**src/rtl/fifo_param.sv**
```systemverilog
// Parametrised single-clock FIFO with occupancy count, almost-full/almost-empty
// thresholds and one-cycle overflow/underflow pulses. Read data is registered.
module fifo_param #(
  parameter int unsigned DATA_WIDTH = 8,
  parameter int unsigned DEPTH      = 16,
  parameter int unsigned AF_LEVEL   = 14,
  parameter int unsigned AE_LEVEL   = 2
) (
  input  logic                      clk,
  input  logic                      rst,
  input  logic [DATA_WIDTH-1:0]     din,
  input  logic                      we,
  input  logic                      re,
  output logic [DATA_WIDTH-1:0]     dout,
  output logic                      empty,
  output logic                      full,
  output logic                      almost_empty,
  output logic                      almost_full,
  output logic [$clog2(DEPTH):0]    count,
  output logic                      overflow,
  output logic                      underflow
);

  localparam int unsigned AW = $clog2(DEPTH);

  localparam logic [AW:0] DepthC = (AW+1)'(DEPTH);
  localparam logic [AW:0] AfC    = (AW+1)'(AF_LEVEL);
  localparam logic [AW:0] AeC    = (AW+1)'(AE_LEVEL);

  logic [DATA_WIDTH-1:0] mem_q [DEPTH];

  logic [AW-1:0]         wr_ptr_q, wr_ptr_d;
  logic [AW-1:0]         rd_ptr_q, rd_ptr_d;
  logic [AW:0]           count_q, count_d;
  logic [DATA_WIDTH-1:0] dout_q, dout_d;
  logic                  overflow_q, overflow_d;
  logic                  underflow_q, underflow_d;
  logic                  rd_ok, wr_ok;

  // Flags decode the registered count, so they settle right after the edge.
  assign empty        = (count_q == '0);
  assign full         = (count_q == DepthC);
  assign almost_empty = (count_q <= AeC);
  assign almost_full  = (count_q >= AfC);

  // A full FIFO still takes a write when a read frees a slot in the same cycle.
  assign rd_ok = re && !empty;
  assign wr_ok = we && (!full || rd_ok);

  always_comb begin
    wr_ptr_d    = wr_ptr_q;
    rd_ptr_d    = rd_ptr_q;
    count_d     = count_q;
    dout_d      = dout_q;
    overflow_d  = we && !wr_ok;
    underflow_d = re && !rd_ok;
    if (wr_ok) begin
      wr_ptr_d = wr_ptr_q + 1'b1;
    end
    if (rd_ok) begin
      rd_ptr_d = rd_ptr_q + 1'b1;
      dout_d   = mem_q[rd_ptr_q];
    end
    unique case ({wr_ok, rd_ok})
      2'b10:   count_d = count_q + 1'b1;
      2'b01:   count_d = count_q - 1'b1;
      default: count_d = count_q;
    endcase
  end

  always_ff @(posedge clk) begin
    if (rst) begin
      wr_ptr_q    <= '0;
      rd_ptr_q    <= '0;
      count_q     <= '0;
      dout_q      <= '0;
      overflow_q  <= 1'b0;
      underflow_q <= 1'b0;
    end else begin
      wr_ptr_q    <= wr_ptr_d;
      rd_ptr_q    <= rd_ptr_d;
      count_q     <= count_d;
      dout_q      <= dout_d;
      overflow_q  <= overflow_d;
      underflow_q <= underflow_d;
    end
  end

  // Storage is never cleared; reset only blocks a write in the same cycle.
  always_ff @(posedge clk) begin
    if (!rst && wr_ok) begin
      mem_q[wr_ptr_q] <= din;
    end
  end

  assign dout      = dout_q;
  assign count     = count_q;
  assign overflow  = overflow_q;
  assign underflow = underflow_q;

endmodule

```
**config.mk**
```make
export PLATFORM = sky130hd
export DESIGN_NAME = fifo_param
export DESIGN_NICKNAME = d
export VERILOG_FILES = /design/src/rtl/fifo_param.sv
export SDC_FILE = /design/constraint.sdc
export NUM_CORES = 1
export LEC_CHECK = 0
export CORE_UTILIZATION = 34
export DETAILED_ROUTE_END_ITERATION = 7
export SLEW_MARGIN = 25
export SYNTH_ARGS = -nofsm -noshare
export SYNTH_HDL_FRONTEND = slang
export SYNTH_SLANG_ARGS = --single-unit
```
**constraint.sdc**
```tcl
create_clock -name clk -period 7.25 [get_ports clk]
set_clock_uncertainty 0.1 [all_clocks]
set_input_delay 1.45 -clock clk [delete_from_list [all_inputs] [get_ports clk]]
set_output_delay 1.45 -clock clk [all_outputs]
set_load 0.05 [all_outputs]
```
# Word-level counts from Yosys, hierarchy flattened
# Memories as Yosys holds them, arrays and structs flattened. A register that Yosys moved wholly into a read port is not among the register bits.
# Cells that the tools add are included.
word_totals:
  regBits: 15
  ram_bits: 128
  input_bits: 12
  word_cells: 31
  mem_count: 1
classes:
  add_sub_neg: 4
  n_lt_le_gt_ge: 2
  n_eq_ne: 3
  n_mux: 3
  reduce_logical: 13
mem_list:
  columns: ["memory", "words", "width", "read_ports", "rd_ports_with_merged_regs", "write_ports", "line_no", "text"]
  rows:
  - ["mem_q", 16, 8, 1, 1, 1, "30", "logic [DATA_WIDTH-1:0] mem_q [DEPTH];"]
ops:
  columns: ["operator", "count"]
  rows:
  - ["case mux 5 bit (2 select lines)", 1]
  - ["adder 4 x 1 -> 4 bit (second input constant)", 2]
  - ["adder 5 x 1 -> 5 bit (second input constant)", 1]
  - ["== test 5 bit (second input constant)", 1]
  - ["greater-or-equal comparator 5 x 4 -> 1 bit (second input constant)", 1]
  - ["less-or-equal comparator 5 x 2 -> 1 bit (second input constant)", 1]
  - ["logical AND 1 bit", 5]
  - ["zero test 1 bit", 5]
  - ["zero test 5 bit", 1]
  - ["subtractor 5 x 1 -> 5 bit (second input constant)", 1]
  - ["== test 2 x 1 -> 1 bit (second input constant)", 1]
  - ["== test 2 bit (second input constant)", 1]
  - ["two-way mux 1 bit", 2]
  - ["nonzero test 2 bit", 1]
  - ["logical OR 1 bit", 1]

# Longest topological paths before layout
# Gate-level depths: netlist (run 1).
depth:
  word_depth: 8
  depth_mapped: 10
  depth_no_buf: 8

# Worst setup path after synthesis (run 1)
# No wires, ideal clock.
synth_path:
  kind: "reg2out"
  start: "reg count_q[4], in the netlist count[4]"
  end: "out almost_empty"
  arrival_ns: 3.180
  t_required_ns: 5.700
  slack_ns: 2.520
  stages_incl_launch_ff: 3
  path_buffers: 1
  path_cell_list: "dfxtp_1 clkbuf_1 a2111oi_0"
synth_via:
  elab_chain_len: 1
synth_rtl:
  columns: ["item", "line_no", "text"]
  rows:
  - ["start: declaration", "34", "logic [AW:0] count_q, count_d;"]
  - ["start signal: assignment", "82", "count_q <= count_d;"]
  - ["less-or-equal comparator 5 x 2 -> 1 bit", "43", "assign almost_empty = (count_q <= AeC);"]
  - ["end: declaration", "17", "output logic almost_empty,"]
# No other way between the ends.

# Final worst setup path (run 1)
layout_path:
  start: "reg count_q[0], in the netlist count[0]"
  end: "out full"
layout_via:
  elab_chain_len: 1
layout_rtl:
  columns: ["item", "line_no", "text"]
  rows:
  - ["== test 5 bit", "42", "assign full = (count_q == DepthC);"]
  - ["end: declaration", "16", "output logic full,"]
# No other way between the ends.

==> run summary, run 1 <==
outcome = finished clean
Place WS = 2890 ps
CP Class = register to output pin
final antenna-violating net count = 0
H-tree depth = 4
DP HPWL = 7870 µm
maximum fanout along the worst path = 8
Ys Warns = 0
Clock Tree Root = clkbuf_16
Reg-to-Reg End = count[4]
slew margin rel. = 40.2%
Wirelength per Cell = 19.0 µm
area share of the largest cell type after synthesis = 62.7%
Die H = 136 µm
Placed Cells incl. Taps = 614
vias in the first global route = 3,175
Num CTS Buffers = 17
Post-CTS Hold Buffers = 0
Power, Total = 2.58 mW
Reg clk slew, reported paths = 60 ps
hold slack = 397 ps
worst-case clock buffer depth = 2
Area Growth Syn to Fin = 17.9%
Worst Hold Class = register to register
Seq/Total Area, Yosys = 70.2%
Synth cell types = 43
final WL = 12,300 µm
clock sink count = 151
nature of the critical path endpoint = output pin
maximum operating frequency = 245 MHz
grt total ovfl = 0
final setup fails = 0
Yosys reg bits = 151
Post-synth EDFFs = 128
first-pass GRT wire length = 19,200 µm
post-route cell area = 0.00723 mm²
Syn Nets = 399
setup ws final = 3160 ps
vias per cell = 5.13
layout cells sized above 1 = 14.5%
largest net degree at the start of global routing = 52
routability cong. = 0.858
Final Hold Viols = 0
RSZ-0062 raised after global routing = no
FILL cells = 1,546
Worst R2R Path Depth = 8
Leakage = 2.30 nW
Max IR drop VDD = 0.274 mV
I/O pin count = 31
count leader, synth = edfxtp_1
Synth area leader = edfxtp_1
PortBufs = 30
Critical Path Source Type = register
Commonest cells post-synth = edfxtp_1, mux2i_1, nor2_1, dfxtp_1
Starting Density = 35.1%
async set-reset flop share out of synthesis = 0%
1st-iter DRT viols = 279
clk_lat worst skew = 420 ps
DRC viols = 0
Rows = 48
worst r2r src = count[0]
Post-Layout Cell Count = 646
DRT Pass-1 Iters = 5
Slew Viols, Final = 0
total of max-cap violations = 0
via count = 3,312
Die Wd = 136 µm
Worst EP required = 5700 ps
Total Die Area = 0.0186 mm²
final period utilization = 56.4%
total setup buffers inserted after CTS = 0
final layout net count = 429
Least-Margin Pin Slew = 891 ps
r2r setup slk = 3610 ps
Syn Inst Count = 378
fin crit period = 4090 ps
Area contributors post-synth = edfxtp_1, dfxtp_1, mux2i_1
cells resized by post-CTS repair = 0
dpl cell area = 0.00664 mm²
WP data arrival = 2540 ps
Synth Flop Type = edfxtp_1
core area = 0.0175 mm²
Post-Syn Area = 0.00613 mm²
Fin Setup TNS = 0 ps
crit path capture = full
GRT Total Usage = 14.5%
TritonCTS clock tree = done
ant diodes = 0
cell area power density = 358 mW/mm²
Layout Utilization = 41.4%
Critical path origin = count[0]
Post-Syn Area per Cell = 16.2 µm²
initial antenna violation count = 0
-- power by group --
part	total [mW]	internal, mW	switching (mW)
logic	0.697	0.261	0.436
registers	1.04	0.992	0.0448
clock network	0.851	0.506	0.345
total	2.58	1.76	0.826
-- critical path, stage by stage, from the launching register on --
cell             delay [ps]
dfxtp_1                 380
nor4_1                  730
and2_1                  220
clkdlybuf4s50_1         790
-- sequential cells by signal, summed over array words and instances (netlist names) --
signal,count
overflow,1
mem_q,128
count,5
rd_ptr_q,4
underflow,1
dout,8
wr_ptr_q,4
-- placed cells by master (no fill, tap or decap), drive strengths merged, types with 4 or more instances in the layout --
cell type        n
edfxtp         128
mux2i           38
nor2            31
clkdlybuf4s50   30
dfxtp           23
clkbuf          17
mux4            16
o22ai           16
nor3            13
nor4            11
nand2b           8
nand2            8
a22o             8
ha               8
clkinv           8
inv              7
nor2b            4
o211ai           4
-- cell families (layout without fill, tap and decap cells) --
family	Yosys count	after routing	share of synthesized area (%)
and+or+nand+nor	87	87	7.13
DFF	151	151	70.2
adders and majority gates	9	9	1.96
muxes	56	56	12.8
xor gates and xnor gates	6	6	0.858
buffers and inverters	26	69	1.90
AOI/OAI and AO/OA	43	43	5.06
-- metal layers --
layer | vias to the layer above | wire length [µm] | global-route usage, %
met2 | 84 | 6000 | 22.9
met1 | 1673 | 5540 | 19.3
met3 | 12 | 589 | 3.73
met4 | 0 | 160 | 5.00
met5 | - | 0 | 0
li1 | 1543 | - | -
-- area by class of cell --
| type | instances | area [µm²] | area share, % |
|---|---|---|---|
| sequential | 151 | 4310 | 59.6 |
| multi-input combinational | 201 | 1730 | 23.9 |
| clock buffer | 17 | 425 | 5.89 |
| timing repair buffer | 33 | 323 | 4.47 |
| tap | 225 | 282 | 3.90 |
| clock inverter | 15 | 150 | 2.08 |
| inverter | 4 | 15.0 | 0.208 |
-- how the worst min path moves through the flow --
stage	startpoint	to	slack [ps]	cells past startpoint
floorplan	rd_ptr_q[1]	rd_ptr_q[1]	410	2
global placement	dout[1]	dout[1]	390	2
detailed placement	dout[1]	dout[1]	390	2
CTS	dout[1]	dout[1]	400	2
finish	dout[7]	dout[7]	400	2
global route	dout[6]	dout[6]	430	2
(Power assumes the default switching activity.)
==> run 2, diff against run 1 <==
==> constraint.sdc (replaced) <==
create_clock -name clk -period 3.8 [get_ports clk]
set_clock_uncertainty 0.1 [all_clocks]
set_input_delay 0.76 -clock clk [delete_from_list [all_inputs] [get_ports clk]]
set_output_delay 0.76 -clock clk [all_outputs]
set_load 0.05 [all_outputs]
==> run summary, run 2 (synthesized netlist as in run 1, its figures left out) <==
ant diodes = 0
most common cell after layout, fill and taps aside = edfxtp_1
final antenna-violating net count = 0
final setup fails = 0
DRT Pass-1 Iters = 4
crit path cell chain = or4_1 -> nor2_1 -> clkdlybuf4s50_1
Rows = 48
total of max-cap violations = 0
initial antenna violation count = 0
cell area power density = 671 mW/mm²
Most flops, register = mem_q
fin crit period = 3400 ps
CP Class = register to output pin
critical path depth = 3
Leakage = 2.38 nW
Global Route met3 Usage = 3.54%
Max IR drop VDD = 0.469 mV
Worst R2R Path Depth = 8
GR Util met1 = 19.0%
I/O pin count = 31
Place WS = 648 ps
cells resized by post-CTS repair = 0
1st-iter DRT viols = 260
routability cong. = 0.781
Post-CTS Hold Buffers = 0
Total Die Area = 0.0186 mm²
Slowest-stage cell, CP = clkdlybuf4s50_1
clock sink count = 151
RSZ-0062 raised after global routing = no
Worst EP required = 2940 ps
Clock Tree Root = clkbuf_16
grt peak-use layer = met2
met2 Use GR = 24.3%
worst hold start = dout[3]
final WL = 12,500 µm
TritonCTS clock tree = done
maximum operating frequency = 294 MHz
Slew Viols, Final = 0
clk_lat worst skew = 420 ps
r2r setup slk = 890 ps
first-pass GRT wire length = 19,600 µm
worst r2r src = count[0]
final period utilization = 89.6%
PortBufs = 30
H-tree depth = 4
core area = 0.0175 mm²
setup ws final = 396 ps
slew margin rel. = 53.3%
Wirelength per Cell = 18.8 µm
CP bufs+invs = 1
nature of the critical path endpoint = output pin
cell family with most CP delay = simple AND/OR/NAND/NOR gates
largest net degree at the start of global routing = 27
grt total ovfl = 0
Fin Setup TNS = 0 ps
Critical path origin = count[0]
via count = 3,376
DP HPWL = 8130 µm
Reg-to-Reg End = count[4]
Least-Margin Pin Slew = 698 ps
final layout net count = 448
Starting Density = 35.1%
GRT Total Usage = 15.0%
Area Growth Syn to Fin = 20.1%
Final Hold Viols = 0
hold slack = 396 ps
Die Wd = 136 µm
Reg clk slew, reported paths = 60 ps
Num CTS Buffers = 17
crit path capture = empty
crit-path max cell delay = 810 ps
max reg flops = 128
layout cells sized above 1 = 17.5%
maximum fanout along the worst path = 10
WP data arrival = 2540 ps
Critical Path Source Type = register
commonest cells after routing, fill and taps aside = edfxtp_1, mux2i_1, nor2_1
vias per cell = 5.08
outcome = finished clean
DRC viols = 0
worst-case clock buffer depth = 2
vias in the first global route = 3,396
Worst Hold Class = register to register
Die H = 136 µm
total setup buffers inserted after CTS = 0
run 2: how the worst min path moves through the flow:
stage	depth (start not counted)	to	slack, ps
after floorplan	2	rd_ptr_q[1]	410
after CTS	2	dout[1]	400
final	2	dout[3]	400
after detailed placement	2	dout[3]	390
after global placement	2	dout[6]	390
after global routing	2	dout[3]	420
run 2: metal layers:
layer / vias up / part of all wire, %
li1: 1579 / -
met4: 0 / 1.1
met2: 71 / 49
met5: - / 0
met1: 1714 / 44
met3: 12 / 5.3
run 2: report_power, final:
part           switching [mW]  internal, mW
sequential             0.0904          1.89
combinational           0.820         0.508
clock                   0.660         0.967
total                    1.57          3.37
run 2: final cells by class:
cell class	instances	area, µm²
tap	225	282
inverter	4	15.0
sequential	151	4310
clock inverter	15	155
multi-input combinational	201	1710
clock buffer	17	425
fill	1552	10100
timing repair buffer	52	465
run 2: per-stage QoR:
step | instance area (µm²) | instances | util [%] | power, mW
CTS | 7360 | 665 | 42.1 | 4.99
global placement | 6780 | 633 | 38.8 | 3.35
detailed placement | 6780 | 633 | 38.8 | 3.36
floorplan | 6130 | 378 | - | 2.98
finish | 7360 | 665 | 42.1 | 4.94
global route | 7360 | 665 | 42.1 | 5.15
run 2: tightest hold or removal path, delay by kind of cell, from the launching register on:
kind | cells | cell delay [ps]
simple gates | 2 | 150
flops | 1 | 310
==> run 3, diff against run 2 <==
--- a/config.mk
+++ b/config.mk
@@ -5,8 +5,10 @@
 export SDC_FILE = /design/constraint.sdc
 export NUM_CORES = 1
 export LEC_CHECK = 0
-export CORE_UTILIZATION = 34
+export CAP_MARGIN = 20
+export CORE_UTILIZATION = 55
 export DETAILED_ROUTE_END_ITERATION = 7
+export PLACE_DENSITY = 0.74
 export SLEW_MARGIN = 25
 export SYNTH_ARGS = -nofsm -noshare
 export SYNTH_HDL_FRONTEND = slang
==> run summary, run 3 (synthesized netlist as in run 1, its figures left out) <==
outcome = finished clean
Critical path origin = count[0]
final layout net count = 444
WP data arrival = 2640 ps
Slew Viols, Final = 0
crit path capture = empty
commonest cells after routing, fill and taps aside = edfxtp_1, mux2i_1, nor2_1
DP HPWL = 7790 µm
Layout Utilization = 66.6%
r2r setup slk = 850 ps
clock sink count = 151
Clock Tree Root = clkbuf_8
most common cell after layout, fill and taps aside = edfxtp_1
Leakage = 2.36 nW
Rows = 38
GRT Total Usage = 23.2%
final antenna-violating net count = 0
via count = 3,424
RSZ-0062 raised after global routing = no
PortBufs = 30
largest net degree at the start of global routing = 27
final WL = 12,100 µm
post-route cell area = 0.00721 mm²
crit-path max cell delay = 810 ps
Final Hold Viols = 0
Power, Total = 4.91 mW
1st-iter DRT viols = 276
core area = 0.0108 mm²
grt total ovfl = 0
Worst EP required = 2940 ps
DRT Pass-1 Iters = 4
Max IR drop VDD = 0.614 mV
Placed Cells incl. Taps = 544
TritonCTS clock tree = done
Fin Setup TNS = 0 ps
Reg clk slew, reported paths = 60 ps
final setup fails = 0
routability cong. = 0.823
area occupied by multi-input gates = 0.00171 mm²
Total Die Area = 0.0116 mm²
max reg flops = 128
nature of the critical path endpoint = output pin
worst-case clock buffer depth = 2
worst r2r src = count[0]
Area Growth Syn to Fin = 17.7%
cells resized by post-CTS repair = 0
initial antenna violation count = 0
DRC viols = 0
Reg-to-Reg End = count[4]
total of max-cap violations = 0
vias per cell = 5.94
Worst R2R Path Depth = 8
dpl cell area = 0.00664 mm²
Die H = 108 µm
Starting Density = 56.5%
ant diodes = 0
Wirelength per Cell = 21.1 µm
Most flops, register = mem_q
Post-CTS Hold Buffers = 0
Critical Path Source Type = register
CP Class = register to output pin
slew margin rel. = 51.2%
vias in the first global route = 3,391
Storage cell area = 0.00431 mm²
I/O pin count = 31
maximum operating frequency = 286 MHz
Worst Hold Class = register to register
fin crit period = 3500 ps
crit path cell chain = or4_1 -> nor2_1 -> clkdlybuf4s50_1
first-pass GRT wire length = 18,800 µm
Num CTS Buffers = 17
Least-Margin Pin Slew = 733 ps
FILL cells = 767
layout cells sized above 1 = 16.3%
total setup buffers inserted after CTS = 0
final period utilization = 92.0%
Die Wd = 108 µm
Post-Layout Cell Count = 576
clk_lat worst skew = 520 ps
Slowest-stage cell, CP = clkdlybuf4s50_1
cell area power density = 680 mW/mm²
maximum fanout along the worst path = 10
H-tree depth = 4
run 3: cell types whose count changed in the layout (fill, tap and decap cells not counted):
cell	previous run	this run
inv_6	2	1
clkinvlp_4	2	3
clkinv_2	3	4
buf_4	22	18
bufinv_16	2	3
clkbuf_8	0	1
clkinv_4	5	1
clkbuf_1	0	1
clkbuf_16	17	16
clkinv_1	1	2
run 3: per-stage QoR:
stage | setup WS (ps) | hold WS [ps]
floorplan | 437 | 409
global placement | 708 | 382
detailed placement | 632 | 387
CTS | 270 | 400
global route | 198 | 421
finish | 303 | 400
run 3: cell type report:
class | count | area share [%]
clock inverter | 14 | 2.19
multi-input combinational | 201 | 23.7
timing repair buffer | 48 | 6.04
clock buffer | 18 | 5.79
inverter | 4 | 0.208
tap | 140 | 2.43
sequential | 151 | 59.7
run 3: per-layer routing:
metal | vias to the layer above | wire [µm] | track usage (%) | share of wire (%)
met5 | - | 0 | 0 | 0
met4 | 0 | 131 | 8.12 | 1.1
met3 | 10 | 914 | 6.66 | 7.5
met2 | 127 | 5850 | 35.4 | 48
met1 | 1716 | 5250 | 31.8 | 43
li1 | 1571 | - | - | -
run 3: worst min path at each step:
| stage | startpoint | to | slack, ps | depth (start not counted) |
|---|---|---|---|---|
| global placement | dout[2] | dout[2] | 380 | 2 |
| detailed placement | dout[5] | dout[5] | 390 | 2 |
| CTS | dout[5] | dout[5] | 400 | 2 |
| global route | dout[6] | dout[6] | 420 | 2 |
| finish | dout[0] | dout[0] | 400 | 2 |
| floorplan | rd_ptr_q[1] | rd_ptr_q[1] | 410 | 2 |
run 3: worst max-delay path: cells and delay by family (launching register included):
| family | cells | cell delay [ps] |
|---|---|---|
| simple gates | 2 | 920 |
| buf+inv | 1 | 810 |
| flops | 1 | 380 |
run 3: report_power, final:
part | switching, mW | internal [mW]
registers | 0.0832 | 1.89
logic | 0.808 | 0.509
clock network | 0.624 | 0.992
